[src/rtl/vector_pkg.sv]
// Shared bf16 types and constants for the vector datapath blocks.
package vector_pkg;

  typedef logic [15:0] bf16_t;

  localparam bf16_t BF16_POS_ZERO = 16'h0000;
  localparam bf16_t BF16_POS_INF  = 16'h7F80;
  localparam bf16_t BF16_QNAN     = 16'h7FC0;
  localparam int    BF16_EXP_BIAS = 127;

  typedef enum logic [1:0] {IDLE, ACCUM, DONE} vsum_state_t;

endpackage

[src/rtl/bf16_add.sv]
// Combinational bf16 adder: flush-to-zero, round-to-nearest-even, canonical NaN.
module bf16_add
  import vector_pkg::*;
(
  input  bf16_t a,
  input  bf16_t b,
  output bf16_t y
);

  localparam logic signed [9:0] EXP_MAX = 10'(2 * BF16_EXP_BIAS + 1);

  logic        a_nan, b_nan, a_inf, b_inf, a_zero, b_zero, swap;
  logic        big_s, sml_s, lost, guard, sticky, extra, round_up;
  logic [7:0]  big_e, sml_e, d;
  logic [6:0]  big_m, sml_m, frac;
  logic [23:0] big_f, sml_f, sml_sh, mask, norm;
  logic [24:0] sum25;
  logic [4:0]  lead_idx, sh;
  logic [8:0]  rnd;
  logic signed [9:0] exp_n, exp_r;

  always_comb begin
    a_nan  = (a[14:7] == 8'hFF) && (a[6:0] != 7'd0);
    b_nan  = (b[14:7] == 8'hFF) && (b[6:0] != 7'd0);
    a_inf  = (a[14:7] == 8'hFF) && (a[6:0] == 7'd0);
    b_inf  = (b[14:7] == 8'hFF) && (b[6:0] == 7'd0);
    a_zero = (a[14:7] == 8'h00);
    b_zero = (b[14:7] == 8'h00);

    // Order operands by magnitude so the subtraction never goes negative.
    swap  = (b[14:0] > a[14:0]);
    big_s = swap ? b[15]   : a[15];
    big_e = swap ? b[14:7] : a[14:7];
    big_m = swap ? b[6:0]  : a[6:0];
    sml_s = swap ? a[15]   : b[15];
    sml_e = swap ? a[14:7] : b[14:7];
    sml_m = swap ? a[6:0]  : b[6:0];
    d     = big_e - sml_e;

    big_f  = {1'b1, big_m, 16'h0000};
    sml_f  = {1'b1, sml_m, 16'h0000};
    mask   = (d >= 8'd24) ? {24{1'b1}} : ((24'd1 << d) - 24'd1);
    lost   = |(sml_f & mask);
    sml_sh = (sml_f >> d) | {23'd0, lost};

    sum25 = (big_s == sml_s) ? ({1'b0, big_f} + {1'b0, sml_sh})
                             : ({1'b0, big_f} - {1'b0, sml_sh});

    lead_idx = 5'd0;
    for (int i = 0; i < 25; i++) begin
      if (sum25[i]) lead_idx = 5'(i);
    end

    sh = 5'd0;
    if (sum25[24]) begin
      norm  = sum25[24:1];
      extra = sum25[0];
      exp_n = $signed({2'b00, big_e}) + 10'sd1;
    end else begin
      sh    = 5'd23 - lead_idx;
      norm  = sum25[23:0] << sh;
      extra = 1'b0;
      exp_n = $signed({2'b00, big_e}) - $signed({5'b00000, sh});
    end

    guard    = norm[15];
    sticky   = (|norm[14:0]) | extra;
    round_up = guard & (sticky | norm[16]);
    rnd      = {1'b0, norm[23:16]} + {8'd0, round_up};
    if (rnd[8]) begin
      exp_r = exp_n + 10'sd1;
      frac  = 7'd0;
    end else begin
      exp_r = exp_n;
      frac  = rnd[6:0];
    end

    if (a_nan || b_nan || (a_inf && b_inf && (a[15] != b[15]))) begin
      y = BF16_QNAN;
    end else if (a_inf) begin
      y = a;
    end else if (b_inf) begin
      y = b;
    end else if (a_zero && b_zero) begin
      y = {a[15] & b[15], 15'd0};
    end else if (a_zero) begin
      y = b;
    end else if (b_zero) begin
      y = a;
    end else if (sum25 == 25'd0) begin
      y = BF16_POS_ZERO;
    end else if (exp_r >= EXP_MAX) begin
      y = {big_s, BF16_POS_INF[14:0]};
    end else if (exp_r <= 10'sd0) begin
      y = {big_s, 15'd0};
    end else begin
      y = {big_s, exp_r[7:0], frac};
    end
  end

endmodule

[src/rtl/vexp_sum_reduce.sv]
// Accumulates LEN bf16 exp results into one sum and offers it on a valid/ready port.
module vexp_sum_reduce
  import vector_pkg::*;
#(
  parameter int LEN_W = 8
) (
  input  logic             CLK,
  input  logic             RST,
  input  logic             start,
  input  logic [LEN_W-1:0] len,
  input  logic [15:0]      in_data,
  input  logic             in_valid,
  output logic             in_ready,
  output logic [15:0]      sum_out,
  output logic             sum_valid,
  input  logic             sum_ready,
  output logic             busy
);

  vsum_state_t      state_q, state_d;
  bf16_t            acc_q, acc_d, add_y;
  logic [LEN_W-1:0] len_q, len_d, cnt_q, cnt_d;
  logic             accept, last_beat;

  bf16_add u_add (
    .a (acc_q),
    .b (in_data),
    .y (add_y)
  );

  assign accept    = in_valid && (state_q == ACCUM);
  assign last_beat = (cnt_q == len_q - LEN_W'(1));

  always_ff @(posedge CLK) begin
    if (RST) state_q <= IDLE;
    else     state_q <= state_d;
  end

  always_comb begin
    state_d = state_q;
    case (state_q)
      IDLE:    if (start) state_d = (len == '0) ? DONE : ACCUM;
      ACCUM:   if (accept && last_beat) state_d = DONE;
      DONE:    if (sum_ready) state_d = IDLE;
      default: state_d = IDLE;
    endcase
  end

  always_comb begin
    in_ready  = (state_q == ACCUM);
    sum_valid = (state_q == DONE);
    busy      = (state_q != IDLE);
    sum_out   = acc_q;
  end

  // Datapath registers: latched length, beat counter and running sum.
  always_comb begin
    len_d = len_q;
    cnt_d = cnt_q;
    acc_d = acc_q;
    if ((state_q == IDLE) && start) begin
      len_d = len;
      cnt_d = '0;
      acc_d = BF16_POS_ZERO;
    end else if (accept) begin
      cnt_d = cnt_q + LEN_W'(1);
      acc_d = add_y;
    end
  end

  always_ff @(posedge CLK) begin
    if (RST) begin
      len_q <= '0;
      cnt_q <= '0;
      acc_q <= BF16_POS_ZERO;
    end else begin
      len_q <= len_d;
      cnt_q <= cnt_d;
      acc_q <= acc_d;
    end
  end

endmodule
[config.mk]
export PLATFORM = sky130hd
export DESIGN_NAME = vexp_sum_reduce
export DESIGN_NICKNAME = d
export VERILOG_FILES = /design/src/rtl/vector_pkg.sv /design/src/rtl/bf16_add.sv /design/src/rtl/vexp_sum_reduce.sv
export SDC_FILE = /design/constraint.sdc
export NUM_CORES = 1
export LEC_CHECK = 0
export ABC_AREA = 1
export BUFFER_PORTS_ARGS = -buffer_cell sky130_fd_sc_hd__buf_2
export CAP_MARGIN = 20
export CORE_MARGIN = 2
export CORE_UTILIZATION = 50
export CTS_CLUSTER_DIAMETER = 150
export DETAILED_ROUTE_END_ITERATION = 16
export PLACE_DENSITY = 0.68
export SYNTH_ARGS = -nofsm -noshare
export SYNTH_HDL_FRONTEND = slang
export SYNTH_SLANG_ARGS = --single-unit
[constraint.sdc]
create_clock -name CLK -period 11.9 [get_ports CLK]
set_clock_uncertainty 0.2 [all_clocks]
set_input_delay 1.19 -clock CLK [delete_from_list [all_inputs] [get_ports CLK]]
set_output_delay 1.19 -clock CLK [all_outputs]
set_load 0.005 [all_outputs]
## Yosys cells after proc, flatten, opt, wreduce, memory -nomap -nowiden

Cells that the tools add are included.

| cells by class | value |
|---|---|
| add/subtract/negate cells | 11 |
| $mul | 0 |
| divide/modulo/power cells | 0 |
| magnitude comparators | 4 |
| equal/unequal tests | 12 |
| shifts and indexed selects | 3 |
| mux-type cells | 51 |
| bitwise logic cells | 6 |
| reductions and logical operators | 27 |

Operator list:

| kind | number |
|---|---|
| $mux W16 | 7 |
| $mux W24 | 2 |
| $mux W5 | 9 |
| $mux W4 | 8 |
| $mux W15 | 2 |
| $add A24 B24 Y25 | 1 |
| $logic_not A25 Y1 | 1 |
| $mux W25 | 1 |
| $sub A24 B24 Y25 | 1 |
| $and A24 B24 Y24 | 1 |
| $logic_not A8 Y1 | 3 |
| $or A24 B1 Y24 | 1 |
| $reduce_or A24 Y1 | 1 |
| $shl A1 B8 Y24 const A | 1 |
| $shl A24 B5 Y24 | 1 |
| $shr A24 B8 Y24 | 1 |
| $sub A24 B1 Y24 const B | 1 |
| $mux W7 | 3 |
| $mux W10 | 2 |
| $eq A8 B8 Y1 const B | 2 |
| $mux W8 | 2 |
| $gt A15 B15 Y1 | 1 |
| $reduce_or A15 Y1 | 1 |
| $logic_not A7 Y1 | 2 |
| 32 further kinds | 59 |

| word-level totals | value |
|---|---|
| register bits after elaboration | 34 |
| bits in latches | 0 |
| memory bits (writable) | 0 |
| bits in read-only memories | 0 |
| input port bits | 29 |
| output and inout port bits | 19 |
| logic and storage cells | 118 |
| memories | 0 |

## Logic depth before layout (Yosys ltp)

Gate-level depths: netlist of the first run.

| logic depth | value |
|---|---|
| word-level depth | 54 |
| depth in mapped cells | 84 |
| mapped depth without buffers | 83 |

## By module

A second synthesis of the first run with hierarchy kept.

| second synthesis, totals | value |
|---|---|
| cells, all modules | 1,543 |
| area, all modules | 8,266.7 µm² |

By module, submodules not included:

| module | times used | cells an instance | area an instance (µm²) | seq. area each (µm²) |
|---|---|---|---|---|
| bf16_add | 1 | 1,304 | 6,633.9 | 0.0 |
| vexp_sum_reduce | 1 | 239 | 1,632.8 | 680.7 |

## Worst setup path after synthesis of the first run

OpenSTA, ideal clock, no wires.

| path | value |
|---|---|
| kind | input-to-reg |
| start point | input port in_data[10] |
| end point | register acc_q[3], in the netlist sum_out[3] |
| library setup time | 0.127 ns |
| data arrival time | 8.718 ns |
| required time | 11.573 ns |
| setup slack | 2.856 ns |
| stages on the path | 65 |
| buffers on the path | 3 |
| cell sequence | ha_1 clkbuf_1 nand2_1 inv_2 nand2_1 nand2_1 a21oi_1 nand2_2 nand2_4 nand2_2 nand3_2 ha_1 inv_1 nand2_2 nand2_1 nand3_1 nand2_1 nand2_1 [... 29 more ...] o21ai_0 a21o_1 a21oi_1 nand3_1 o21ai_0 xor2_1 nor2_1 nand3_1 o21ai_2 inv_1 nor2_1 nand3_2 nand2_4 nor2_4 nand2_1 nand3_1 nand2_1 a21oi_1 |

| between the ends | value |
|---|---|
| word-level cells in the longest chain between the ends | 54 |
| elaborated cells between the ends (all ways) | 83 |
| classes of those cells | 9 x add/sub; 4 x order compare; 4 x eq/ne; 3 x shift; 46 x mux; 5 x bitwise; 12 x reduce/logical |

RTL lines:

| element | RTL line | source |
|---|---|---|
| from (decl) | vexp_sum_reduce.sv:11 | `input logic [15:0] in_data,` |
| $gt A15 B15 Y1 | bf16_add.sv:31 | `swap = (b[14:0] > a[14:0]);` |
| $mux W8, on equally long branches | bf16_add.sv:33, bf16_add.sv:36 |  |
| $sub A8 B8 Y8 | bf16_add.sv:38 | `d = big_e - sml_e;` |
| $shl A1 B8 Y24 | bf16_add.sv:42 | `mask = (d >= 8'd24) ? {24{1'b1}} : ((24'd1 << d) - 24'd1);` |
| $sub A24 B1 Y24 | bf16_add.sv:42 |  |
| $mux W24 | bf16_add.sv:42 |  |
| $and A24 B24 Y24 | bf16_add.sv:43 | `lost = \|(sml_f & mask);` |
| $reduce_or A24 Y1 | bf16_add.sv:43 |  |
| [... 38 more ...] | n/a |  |
| $mux W15 | bf16_add.sv:92 | `end else if (exp_r >= EXP_MAX) begin` |
| $mux W16 | bf16_add.sv:90 | `end else if (sum25 == 25'd0) begin` |
| $mux W16 | bf16_add.sv:88 | `end else if (b_zero) begin` |
| $mux W16 | bf16_add.sv:86 | `end else if (a_zero) begin` |
| $mux W16 | bf16_add.sv:84 | `end else if (a_zero && b_zero) begin` |
| $mux W16 | bf16_add.sv:82 | `end else if (b_inf) begin` |
| $mux W16 | bf16_add.sv:80 | `end else if (a_inf) begin` |
| $mux W16 | bf16_add.sv:78 | `if (a_nan \|\| b_nan \|\| (a_inf && b_inf && (a[15] != b[15]))) begin` |
| to (signal assigned) | vexp_sum_reduce.sv:75 | `acc_q <= BF16_POS_ZERO;` |
| to (signal assigned) | vexp_sum_reduce.sv:79 | `acc_q <= acc_d;` |
| to (decl) | vexp_sum_reduce.sv:21 | `bf16_t acc_q, acc_d, add_y;` |

Parallel ways exist; a longest one is shown, timed or not. The select of a mux whose other input is x is not followed.
A chain may end at the register's enable or synchronous reset.

## Worst setup path in the final report of the first run

| path | value |
|---|---|
| start point | input port in_data[7] |
| end point | register acc_q[4], in the netlist sum_out[4] |

The elaborated chain is that of the path after synthesis.

==> results of run 1 <==
## layer usage
metal	up-vias	wire, microns	global-route usage
met1	4181	11780	0.4364
met5	-	0	0
met4	0	840	0.08440
li1	4797	-	-
met2	439	10740	0.4731
met3	58	2184	0.04789
## synthesized netlist by cell type, types with 6 or more instances
master,count,area [sq um]
a21oi_1,61,305.3
buf_2,11,55.05
clkbuf_1,20,75.07
dfxtp_1,34,680.7
ha_1,44,550.5
inv_1,173,649.4
inv_2,31,116.4
nand2_1,396,1486
nand2_2,22,137.6
nand2_4,6,67.56
nand3_1,187,935.9
nand4_1,34,212.7
nor2_1,155,581.8
nor2_2,6,37.54
nor2_4,6,67.56
nor3_1,23,115.1
nor4_1,10,62.56
o21ai_0,75,375.4
o21ai_1,25,125.1
o22ai_1,8,50.05
xnor2_1,15,131.4
xor2_1,28,245.2
## final cells by class
type                    instances  area share
inverters                     209     0.09379
repair buffers                 55     0.03524
multi-input cells            1172      0.7385
well taps                     211     0.03151
clock inverters                 3    0.004779
clock buffers                   5     0.01493
flip-flops and latches         34     0.08124
## worst reg2reg max path, delay by kind of cell (launching register included)
kind            cells  cell delay [ns]
simple gates       53             5.94
xor+xnor            4             1.23
buf+inv             5             0.55
fa+ha+maj           5             1.40
compound gates      4             0.39
flops               1             0.43
## worst paths after layout
kind	to	slack, ns	cells past startpoint
setup / recovery	sum_out[4]$_SDFFE_PP0P_	1.25	71
hold / removal	cnt_q[7]$_SDFFE_PP0P_	0.27	2
setup reg to reg	sum_out[4]$_SDFFE_PP0P_	1.67	71
hold reg to reg	cnt_q[7]$_SDFFE_PP0P_	0.27	2
## where the power goes
group	switching [W]	total, W	internal (W)	leakage [nW]
logic	0.000710	0.00103	0.000323	3.94
registers	0.0000106	0.000134	0.000123	0.277
clock network	0.0000484	0.000146	0.0000979	0.0836
## cell usage in the layout (no fill, tap or decap), drive strengths merged, types with 2 or more instances in the layout
cell type	count
nand3	193
a21oi	64
dfxtp	34
nor4	10
inv	204
nor2	169
o22ai	9
a211oi	2
o21ai	104
a2111oi	2
fa	2
a31oi	5
or2	4
nor3	24
and2	2
nor3b	2
ha	44
nand4	36
clkinv	7
o31ai	5
buf	55
o21bai	4
nand2	424
nand3b	4
o211ai	4
xor2	33
xnor2	15
clkbuf	5
o2111ai	3
## sequential cells by signal, indices dropped and copies added (netlist names)
| register | cells |
|---|---|
| sum_out | 16 |
| len_q | 8 |
| cnt_q | 8 |
| state_q | 2 |
## kinds of logic (layout without fill, tap and decap cells)
kind of cell	after synthesis	count (layout)	share of synthesized area
simple gates	870	870	0.5018
buf+inv	250	272	0.1261
compound gates	208	208	0.1506
xor+xnor	48	48	0.05971
fa+ha+maj	46	46	0.07515
flops	34	34	0.08661
## stage by stage
step                power (W)  instances
floorplan           0.0009288       1456
global placement     0.001146       1681
detailed placement   0.001142       1681
CTS                  0.001293       1689
global route         0.001447       1689
finish               0.001313       1689
==> results.sh, run 1 <==
export IMPL_cts_tree="built"
export IMPL_setup_violations_final=0
export IMPL_hold_start="cnt_q[7]$_SDFFE_PP0P_"
export IMPL_overflow=0
export IMPL_critPathMaxFanout=37
export IMPL_crit_path_end_kind="register"
export IMPL_cp_slowest_cell="ha_1"
export IMPL_cts_setup_buffers=0
export IMPL_routedWlPerCell_microns=15.13
export IMPL_yosysSeqAreaShare=0.08661
export IMPL_ios=48
export IMPL_yosys_cell_types_count=61
export IMPL_leakage_nw=4.296
export IMPL_maxSlewViolCount=0
export IMPL_status="completed"
export IMPL_cts_max_level=2
export IMPL_synthesis_nets=1531
export IMPL_synth_async_reset_ratio=0
export IMPL_finalCriticalPeriod_ns=10.65
export IMPL_worstSetupStartpoint="in_data[7]"
export IMPL_insertion_delay_ns=0.28
export IMPL_antenna_found_initial=0
export IMPL_ant_nets=0
export IMPL_area_delta_synth_final_pct=6.607
export IMPL_seq_area_sq_um=680.7
export IMPL_hold_viol=0
export IMPL_wl_microns=25550
export IMPL_ys_seq_elements=34
export IMPL_ys_warn_count=0
export IMPL_die_area_sq_um=16740
export IMPL_cts_resized=0
export IMPL_dp_hpwl_microns=20990
export IMPL_grt_max_degree=38
export IMPL_rows=45
export IMPL_critPathTopFamily="simple AND/OR/NAND/NOR gates"
export IMPL_fin_area_sq_um=8378
export IMPL_post_route_period_util=0.8954
export IMPL_place_congestion=0.9970
export IMPL_cp_required_ns=11.84
export IMPL_synthesis_area_sq_um=7859
export IMPL_clk_pin_slew_ns=0.05
export IMPL_whs_ns=0.2728
export IMPL_cts_buffer_depth=2
export IMPL_cpPeakStageDelay_ns=0.62
export IMPL_reg2reg_from="sum_out[7]$_SDFFE_PP0P_"
export IMPL_drc_errors=0
export IMPL_syn_inst=1456
export IMPL_slew_headroom=0.2843
export IMPL_tightest_slew_ns=1.062
export IMPL_drive_above_1_share=0.1110
export IMPL_root_buffer="clkbuf_16"
export IMPL_hold_buffers=0
export IMPL_grt_use_total=0.3046
export IMPL_cts_sinks=34
export IMPL_coreArea_sq_um=15260
export IMPL_die_x_microns=129.4
export IMPL_final_util=0.5491
export IMPL_ys_flop_type="dfxtp_1"
export IMPL_peakVddDrop_uv=87.64
export IMPL_cap_violations=0
export IMPL_min_path_type="register to register"
export IMPL_fillCellCount=1641
export IMPL_synth_edf_count=0
export IMPL_worst_slack_ns=1.245
export IMPL_drtPass1Iterations=5
export IMPL_dpl_cell_area_sq_um=8213
export IMPL_post_place_ws_ns=1.140
export IMPL_multi_input_area_sq_um=6187
export IMPL_start_util=0.5150
export IMPL_die_y_microns=129.4
export IMPL_start_kind="input pin"
export IMPL_grt_pass1_wl_microns=41310
export IMPL_drt_vias_per_instance=5.610
export IMPL_path_common_cell="nand2_1"
export IMPL_power_density_nw_per_um2=156.7
export IMPL_avgSynthCellArea_sq_um=5.398
export IMPL_finalNetCount=1552
export IMPL_diodes=0
export IMPL_worst_setup_path_type="input pin to register"
export IMPL_grt_pass1_vias=8384
export IMPL_numCtsBuffers=5
export IMPL_drt_initial_drc_count=976
export IMPL_fin_tns_setup_ns=0
export IMPL_crit_arrival_ns=10.60
export IMPL_port_buffers=47
export IMPL_worst_path_buf_inv=5
export IMPL_vias=9475
export IMPL_fmax_mhz=93.86
export IMPL_rsz0062_at_grt="no"
Note: power is estimated with default switching activity, not from simulation.
==> inputs of run 2 (changes only) <==
- ABC_AREA: 1 -> not set
- CORE_MARGIN: 2 -> not set
- PLACE_DENSITY: 0.68 -> 0.67
==> run 2 against run 1 <==
  * Non-clock buffer count increased by 29
  * Via count is 20% higher
  * Die area rose by 18%
  * Routed wire length grew 42%
  * Synthesized cell count decreased by 4.7%
  * Combinational power grew 7%
  * Synthesized area increased by 22%
  * Cell count decreased by 3.4%
  * Flip-flop and latch count did not move
  * Total power grew 5.5%
  * Setup slack got worse by 0.62 ns
==> results.sh, run 2 <==
export IMPL_area_delta_synth_final_pct=7.462
export IMPL_coreArea_sq_um=18710
export IMPL_fin_tns_setup_ns=0
export IMPL_die_y_microns=140.3
export IMPL_r2r_end="sum_out[6]$_SDFFE_PP0P_"
export IMPL_syn_inst=1387
export IMPL_cp_depth=46
export IMPL_place_congestion=1.019
export IMPL_numCtsBuffers=5
export IMPL_vias=11410
export IMPL_drc_errors=0
export IMPL_tightest_slew_ns=1.077
export IMPL_port_buffers=47
export IMPL_crit_path_end_kind="register"
export IMPL_worst_path_buf_inv=6
export IMPL_diodes=0
export IMPL_start_kind="input pin"
export IMPL_cts_max_level=2
export IMPL_drive_above_1_share=0.1474
export IMPL_drt_initial_drc_count=1323
export IMPL_maxSlewViolCount=0
export IMPL_synth_top_area_frac=0.07121
export IMPL_finalNetCount=1472
export IMPL_worst_slack_ns=0.6227
export IMPL_ant_nets=0
export IMPL_hold_viol=0
export IMPL_cpPeakStageDelay_ns=0.62
export IMPL_leakage_nw=3.941
export IMPL_ys_seq_elements=34
export IMPL_routedWlPerCell_microns=22.30
export IMPL_ys_warn_count=0
export IMPL_final_cell_mix="nand2_1, a21oi_1, nor2_1"
export IMPL_synth_async_reset_ratio=0
export IMPL_grt_pass1_vias=10500
export IMPL_ys_top_cells_by_count="nand2_1, a21oi_1, nor2_1, o21ai_0, nand3_1"
export IMPL_die_x_microns=140.3
export IMPL_drt_vias_per_instance=6.990
export IMPL_post_route_period_util=0.9477
export IMPL_fmax_mhz=88.67
export IMPL_peakVddDrop_uv=80.00
export IMPL_grt_max_degree=45
export IMPL_cp_endpoint="sum_out[6]$_SDFFE_PP0P_"
export IMPL_yosys_cell_types_count=123
export IMPL_slew_headroom=0.2763
export IMPL_finalCriticalPeriod_ns=11.28
export IMPL_setup_violations_final=0
export IMPL_hold_buffers=0
export IMPL_grt_pass1_wl_microns=56880
export IMPL_fillCellCount=1888
export IMPL_wl_microns=36390
export IMPL_drtPass1Iterations=5
export IMPL_overflow=0
export IMPL_ys_top_cells_by_area="dfxtp_1, nand2_1, ha_1, a21oi_1, o21ai_0"
export IMPL_cts_buffer_depth=2
export IMPL_antenna_found_initial=0
export IMPL_yosysSeqAreaShare=0.07121
export IMPL_root_buffer="clkbuf_16"
export IMPL_critPathTopFamily="compound AO/OA/AOI/OAI gates"
export IMPL_fin_cells=1632
export IMPL_power_density_nw_per_um2=134.9
export IMPL_cp_required_ns=11.87
export IMPL_reg2regPathDepth=46
export IMPL_largest_reg_flops=16
export IMPL_dp_cells=1623
export IMPL_synth_edf_count=0
export IMPL_ios=48
export IMPL_mostFrequentLayoutCell="nand2_1"
export IMPL_rows=50
export IMPL_ys_flop_type="dfxtp_1"
export IMPL_avgSynthCellArea_sq_um=6.891
export IMPL_cap_violations=0
export IMPL_worst_setup_path_type="input pin to register"
export IMPL_r2r_slack_ns=1.05
export IMPL_synthesis_area_sq_um=9558
export IMPL_yosysTopAreaCell="dfxtp_1"
export IMPL_post_place_ws_ns=0.2801
export IMPL_start_util=0.5110
export IMPL_synthesis_nets=1462
export IMPL_critPathMaxFanout=22
export IMPL_status="completed"
export IMPL_synth_most_common_cell="nand2_1"
export IMPL_min_path_type="register to register"
export IMPL_insertion_delay_ns=0.28
export IMPL_cts_sinks=34
export IMPL_reg2reg_from="sum_out[6]$_SDFFE_PP0P_"
export IMPL_cts_tree="built"
export IMPL_cp_slowest_cell="xnor2_1"
export IMPL_dp_hpwl_microns=28660
export IMPL_die_area_sq_um=19670
export IMPL_worstSetupStartpoint="in_data[13]"
export IMPL_clk_pin_slew_ns=0.06
export IMPL_crit_arrival_ns=11.24
export IMPL_grt_use_total=0.3627
## run 2: cell types whose count changed in the layout (fill, tap and decap cells not counted), moves of 29 or more
cell | before | now
nand2_1 | 396 | 155
a21oi_1 | 61 | 105
mux2i_1 | 0 | 36
nor2_1 | 155 | 102
buf_4 | 8 | 37
inv_1 | 173 | 53
nand3_1 | 187 | 69
## run 2: cell families after synthesis
group	Yosys count	share of synthesized area
AND/OR/NAND/NOR	566	0.3104
adder cells (fa/ha/maj)	46	0.06179
XOR/XNOR	63	0.05852
AO/OA/AOI/OAI	488	0.3762
flip-flops	34	0.07121
buffers and inverters	141	0.06467
multiplexers	49	0.05721
## run 2: report_power, final
part / switching, W / leakage [nW] / total (W) / internal [W]
clock network: 0.0000506 / 0.0760 / 0.000149 / 0.0000987
registers: 0.0000137 / 0.276 / 0.000135 / 0.000121
logic: 0.000716 / 3.59 / 0.00110 / 0.000385
## run 2: area by class of cell
class / count / area, sq um / area share
inverters: 60 / 225.2 / 0.02193
flip-flops and latches: 34 / 680.7 / 0.06627
clock inverters: 3 / 45.04 / 0.004385
multi-input cells: 1212 / 8389 / 0.8168
repair buffers: 84 / 513.0 / 0.04995
well taps: 234 / 292.8 / 0.02851
clock buffers: 5 / 125.1 / 0.01218
## run 2: how the worst min path moves through the flow
stage | startpoint | end | cells past startpoint
floorplan | len_q[6]$_SDFFE_PP0P_ | len_q[6]$_SDFFE_PP0P_ | 2
global placement | len_q[6]$_SDFFE_PP0P_ | len_q[6]$_SDFFE_PP0P_ | 2
detailed placement | len_q[7]$_SDFFE_PP0P_ | len_q[7]$_SDFFE_PP0P_ | 2
CTS | len_q[7]$_SDFFE_PP0P_ | len_q[7]$_SDFFE_PP0P_ | 2
global route | len_q[7]$_SDFFE_PP0P_ | len_q[7]$_SDFFE_PP0P_ | 2
finish | len_q[7]$_SDFFE_PP0P_ | len_q[7]$_SDFFE_PP0P_ | 2
## run 2: per-stage QoR
| step | cell area, sq um | utilization | hold slack [ns] | power [W] |
|---|---|---|---|---|
| floorplan | 9573 | - | 0.2451 | 0.0009089 |
| global placement | 9980 | 0.5335 | 0.2627 | 0.001187 |
| detailed placement | 9980 | 0.5335 | 0.2713 | 0.001182 |
| CTS | 10150 | 0.5426 | 0.2792 | 0.001337 |
| global route | 10270 | 0.5491 | 0.3038 | 0.001474 |
| finish | 10270 | 0.5491 | 0.2738 | 0.001385 |
## run 2: timing repair
action | CTS | global route
gates resized for setup | 0 | 22
setup endpoints to repair | 0 | 15
hold endpoints to repair | 0 | 0
buffers inserted | 0 | 1
## run 2: per-layer routing
layer  part of all wire  vias to the layer above  track usage
li1                   -                     5319            -
met1               0.43                     5310       0.4815
met2               0.44                      662       0.5921
met3              0.087                      117      0.04444
met4              0.044                        0       0.1515
met5                  0                        -            0
## run 2: worst register-to-register path: cells and delay by family (launching register included)
family                   cells  cell delay, ns
XOR/XNOR                     2            0.82
AND/OR/NAND/NOR             14            2.66
buffers and inverters        6            1.01
flip-flops                   1            0.62
multiplexers                 1            0.22
AO/OA/AOI/OAI               19            4.04
adder cells (fa/ha/maj)      4            1.16
